File: src/rtl/fifo_rd_fwft_if.sv
// Purpose: valid/ready word stream leaving the FIFO read-side output stage.
//   valid : word on data is valid (driven by the master)
//   ready : sink accepts the word this cycle (driven by the slave)
//   data  : word payload, DSIZE bits (driven by the master)
// A word transfers on a clock edge where valid and ready are both high.
interface fifo_rd_fwft_if #(
  parameter int DSIZE = 8
);
  logic             valid;
  logic             ready;
  logic [DSIZE-1:0] data;

  modport master (
    output valid,
    output data,
    input  ready
  );

  modport slave (
    input  valid,
    input  data,
    output ready
  );
endinterface

File: src/rtl/fifo_rd_fwft.sv
// Purpose: read-side first-word-fall-through output stage of the async FIFO,
// running in the rclk domain. It pulls words out of the FIFO memory via rinc
// and presents them on a registered valid/ready stream through a two-entry
// buffer (output register plus skid register). It sustains one word per
// cycle, and m.ready never reaches rinc combinationally.
// Ports:
//   rclk   : read-domain clock
//   rrst_n : asynchronous active-low reset, shared with the read-pointer logic
//   rempty : registered empty flag from the read-pointer logic
//   rdata  : memory read data at the current read address (valid when !rempty)
//   rinc   : pop request back to the read-pointer logic
//   m      : output stream (master side): valid, data out; ready in
//   level  : number of words held in this stage (0..2)
module fifo_rd_fwft #(
  parameter int DSIZE = 8
) (
  input  logic             rclk,
  input  logic             rrst_n,
  input  logic             rempty,
  input  logic [DSIZE-1:0] rdata,
  output logic             rinc,
  fifo_rd_fwft_if.master   m,
  output logic [1:0]       level
);

  logic             m_valid_q;
  logic [DSIZE-1:0] m_data_q;
  logic             skid_valid_q;
  logic [DSIZE-1:0] skid_data_q;

  logic             m_valid_d;
  logic [DSIZE-1:0] m_data_d;
  logic             skid_valid_d;
  logic [DSIZE-1:0] skid_data_d;

  logic             pop;
  logic             fetch;

  // The FIFO is only popped while the skid register is free, so any word
  // fetched this cycle always has somewhere to land even if the consumer
  // stalls. Only registered state is used, keeping m.ready off this path.
  assign rinc  = ~rempty & ~skid_valid_q;
  assign fetch = rinc;
  assign pop   = m_valid_q & m.ready;

  // Next-state selection. Priority order matters: a fetch either refills the
  // output register (when it is empty or being drained) or parks in skid;
  // without a fetch, a pop promotes the skid word or empties the stage.
  always_comb begin
    m_valid_d    = m_valid_q;
    m_data_d     = m_data_q;
    skid_valid_d = skid_valid_q;
    skid_data_d  = skid_data_q;
    if (fetch && (!m_valid_q || pop)) begin
      m_data_d  = rdata;
      m_valid_d = 1'b1;
    end else if (fetch) begin
      skid_data_d  = rdata;
      skid_valid_d = 1'b1;
    end else if (pop && skid_valid_q) begin
      m_data_d     = skid_data_q;
      m_valid_d    = 1'b1;
      skid_valid_d = 1'b0;
    end else if (pop) begin
      // m_data keeps the word just accepted; only valid drops.
      m_valid_d = 1'b0;
    end
  end

  always_ff @(posedge rclk or negedge rrst_n) begin
    if (!rrst_n) begin
      m_valid_q    <= 1'b0;
      m_data_q     <= '0;
      skid_valid_q <= 1'b0;
      skid_data_q  <= '0;
    end else begin
      m_valid_q    <= m_valid_d;
      m_data_q     <= m_data_d;
      skid_valid_q <= skid_valid_d;
      skid_data_q  <= skid_data_d;
    end
  end

  assign m.valid = m_valid_q;
  assign m.data  = m_data_q;
  assign level   = {1'b0, m_valid_q} + {1'b0, skid_valid_q};

  // A fetch while the skid register is occupied would overwrite a word, and
  // a skid word without an output word would break ordering.
  assert property (@(posedge rclk) disable iff (!rrst_n) !(fetch && skid_valid_q))
    else $error("fifo_rd_fwft: fetch while skid register occupied");
  assert property (@(posedge rclk) disable iff (!rrst_n) !(skid_valid_q && !m_valid_q))
    else $error("fifo_rd_fwft: skid word held without an output word");

endmodule

File: src/flat_wrapper.sv
// flat-port wrapper written by rule: the top's interface ports become plain ports
module fifo_rd_fwft_flat 
#(
  parameter int DSIZE = 8
)
  (rclk, rrst_n, rempty, rdata, rinc, level, m_valid, m_data, m_ready);
  fifo_rd_fwft_if #(.DSIZE(DSIZE)) m_i ();
  input  logic rclk;
  input  logic rrst_n;
  input  logic rempty;
  input  logic [DSIZE-1:0] rdata;
  output logic rinc;
  output logic [1:0] level;
  output wire logic [$bits(m_i.valid)-1:0] m_valid;
  output wire logic [$bits(m_i.data)-1:0] m_data;
  input wire logic [$bits(m_i.ready)-1:0] m_ready;
  assign m_valid = m_i.valid;
  assign m_data = m_i.data;
  assign m_i.ready = m_ready;
  fifo_rd_fwft #(.DSIZE(DSIZE)) u_core (.rclk(rclk), .rrst_n(rrst_n), .rempty(rempty), .rdata(rdata), .rinc(rinc), .m(m_i), .level(level));
endmodule
File: config.mk
export PLATFORM = sky130hd
export DESIGN_NAME = fifo_rd_fwft_flat
export DESIGN_NICKNAME = d
export VERILOG_FILES = /design/src/rtl/fifo_rd_fwft_if.sv /design/src/rtl/fifo_rd_fwft.sv /design/src/flat_wrapper.sv
export SDC_FILE = /design/constraint.sdc
export NUM_CORES = 1
export LEC_CHECK = 0
export ABC_AREA = 1
export ABC_CLOCK_PERIOD_IN_PS = 1200
export BUFFER_PORTS_ARGS = -buffer_cell sky130_fd_sc_hd__buf_2
export CORE_UTILIZATION = 45
export CTS_CLUSTER_DIAMETER = 150
export DETAILED_ROUTE_END_ITERATION = 8
export PLACE_DENSITY_LB_ADDON = 0.05
export SLEW_MARGIN = 25
export SYNTH_ARGS = -nofsm -noshare
export SYNTH_HDL_FRONTEND = slang
export SYNTH_SLANG_ARGS = --single-unit
File: constraint.sdc
create_clock -name rclk -period 1.2 [get_ports rclk]
set_clock_uncertainty 0.15 [all_clocks]
set_input_delay 0.18 -clock rclk [delete_from_list [all_inputs] [get_ports rclk]]
set_output_delay 0.18 -clock rclk [all_outputs]
set_load 0.1 [all_outputs]
==> flow_metrics.py <==
metrics = {
    "synthesis": {
        "synth_cell_type_count": 14,
        "yosysWarnings": 0,
        "syn_area_per_cell_um2": 8.66,
        "ys_ff_latch": 18,
        "synthTopCellsByArea": "dfrtp_1 50%, nand2_1 14%, o21ai_2 7.9%",
        "yosysTopAreaCellShare_pct": 50.5,
        "yosysSeqAreaShare_pct": 50.5,
        "syn_inst": 103,
        "synth_nets": 116,
        "yosys.area.top_type": "dfrtp_1",
        "netlist_area_um2": 892,
    },
    "floorplanning": {
        "rows": 15,
        "core_mm2": 0.00178,
        "die_h_um": 46.5,
        "die_w_um": 46.5,
        "io_pins": 24,
        "die_area_mm2": 0.00216,
        "start_util_pct": 50.0,
    },
    "clocking": {
        "cts_made_buffers": 3,
        "path_clk_slew_ns": 0.11,
        "numClockSinks": 18,
        "cts_tree": "built",
        "clk_path_buf_depth": 2,
        "clk_latency_ns": 0.31,
        "h-tree-depth": 1,
        "clockRootBuffer": "clkbuf_4",
    },
    "outcome": {
        "violations": "negative setup slack",
        "status": "complete, but fails checks",
    },
    "critical_path": {
        "r2r_end": "u_core.m.data[6]",
        "crit_buf_inv": 1,
        "cp-end-kind": "output pin",
        "critPathArrivalTime_ns": 1.27,
        "reg2regPathDepth": 7,
        "worst-path-stages": 2,
        "cp_cell_sequence": "ha_4 -> buf_12",
        "critical_path.top_delay_family": "flip-flops",
        "start_kind": "flop",
        "cp-startpoint": "u_core.m.valid",
        "path_class": "flop to output pin",
        "r2r_setup_slack_ns": -0.31,
        "worst_ep_required_time_ns": 0.87,
        "max_stage_delay_ns": 0.51,
        "crit_end": "level[0]",
        "worstPathMaxFanout": 2,
        "r2r_start": "u_core.m.valid",
        "critical-path-slowest-cell": "dfrtp_4",
    },
    "timing": {
        "max_freq_mhz": 624,
        "rsz0062_at_grt": "true",
        "finalCritPeriodShare_pct": 133,
        "fin_crit_ns": 1.60,
        "fin_setup_tns_ns": -6.06,
        "worstMarginPinSlew_ns": 0.409,
        "fin_ws_ns": -0.402,
        "setup_viol": 30,
        "slew_headroom_pct": 72.7,
        "final_max_slew_viol_count": 0,
        "hold_viol_final": 0,
    },
    "route": {
        "wire_per_inst_um": 16.6,
        "firstDrtPassIters": 4,
        "viasPerCell": 5.27,
        "drtAntennaViolNets": 0,
        "drt-initial-drc-count": 28,
        "drcViolationCount": 0,
        "wl_um": 2920,
        "via_count": 928,
    },
    "place": {
        "place_congestion": 0.776,
        "io_buffers": 23,
        "placed_cells": 157,
        "place_hpwl_um": 1430,
    },
    "grt": {
        "grt_pass1_vias": 973,
        "antenna_found_initial": 0,
        "grt_pass1_wl_um": 4530,
        "grt_start_max_net_pins": 19,
        "overflow": 0,
        "grt.total_usage_pct": 31.8,
    },
    "finish": {
        "syn_to_final_growth_pct": 82.9,
        "fin_cells": 176,
        "nets": 165,
        "layout_commonest_cell": "nand2_1",
        "drive_gt1_share_pct": 53.0,
        "diodes": 0,
        "mostFrequentLayoutCells": "22 x nand2_1, 16 x inv_1, 14 x buf_12, 11 x buf_2",
        "fill_cells": 62,
    },
    "hold_path": {
        "hold_path_depth": 3,
        "worst_hold_path_type": "input pin to flop",
    },
    "run": {
        "max-cap-violations": 0,
    },
}
final cells by class:
type	count	area [um^2]	share of cell area [%]
timing repair buffer	45	544	33.4
multi-input combinational	67	485	29.8
sequential	18	465	28.5
inverter	17	68.8	4.22
clock buffer	4	36.3	2.22
tap	25	31.3	1.92
worst reg2reg max path, stage by stage, from the launching register on:
cell	delay, ns
dfrtp_4	0.51
buf_4	0.15
buf_6	0.14
nand2_8	0.10
buf_12	0.12
nand3_1	0.07
nand2_1	0.10
nand2_1	0.06
flip-flops by register name, summed over array words and instances, names as in the netlist:
name	flops
u_core.skid_valid_q	1
u_core.skid_data_q	8
u_core.m.valid	1
u_core.m.data	8
timing repair:
item | 4_1_cts | 5_1_grt
endpoints found under the setup margin | 30 | 30
hold endpoints to repair | 26 | 0
setup buffers | 3 | 2
resized for setup | 26 | 4
pin swaps | 3 | 4
cloned | 2 | 0
hold buffers | 8 | 0
per-layer routing:
| layer | wire length [um] | track usage (%) | up-vias |
|---|---|---|---|
| met1 | 1150 | 36.0 | 448 |
| met3 | 136 | 7.06 | 19 |
| met5 | 0 | 0 | - |
| li1 | - | - | 420 |
| met2 | 1470 | 51.7 | 41 |
| met4 | 161 | 23.5 | 0 |
synth_stat cells:
master and instances:
dfrtp_1 18, ha_1 1, nand2_2 1, buf_6 2, o21ai_2 8, nand3_1 10, inv_4 1, o21ai_0 7
nor2_2 1, nand2_4 2, nand3_2 2, nand2_1 33, nand4_1 1, inv_1 16
through the flow:
stage | cell area [um^2] | util, % | worst slack, ns | hold WS (ns)
2_1_floorplan | 938 | - | -0.276 | -0.266
3_3_place_gp | 1320 | 74.0 | -0.0953 | -0.0248
3_5_place_dp | 1320 | 74.0 | -0.130 | -0.0162
4_1_cts | 1600 | 89.8 | -0.388 | 0.0132
5_1_grt | 1630 | 91.5 | -0.418 | 0.0308
6_report | 1630 | 91.5 | -0.402 | 0.0253
cells by family after synthesis:
logic type      synth area share (%)
buf+inv                         9.96
flops                           50.5
simple gates                    26.4
fa+ha+maj                       1.40
compound gates                  11.8
how the worst min path moves through the flow:
stage,from,end
final,rdata[4],u_core.skid_data_q[4]
after CTS,rdata[4],u_core.skid_data_q[4]
after floorplan,rrst_n,u_core.m.data[0]
after global placement,rrst_n,u_core.m.valid
after detailed placement,rrst_n,u_core.m.valid
after global routing,rdata[4],u_core.skid_data_q[4]
Power is left out: the tool's default activity adds up to more than one toggle a clock period on the data nets, which glitch-free logic cannot reach.
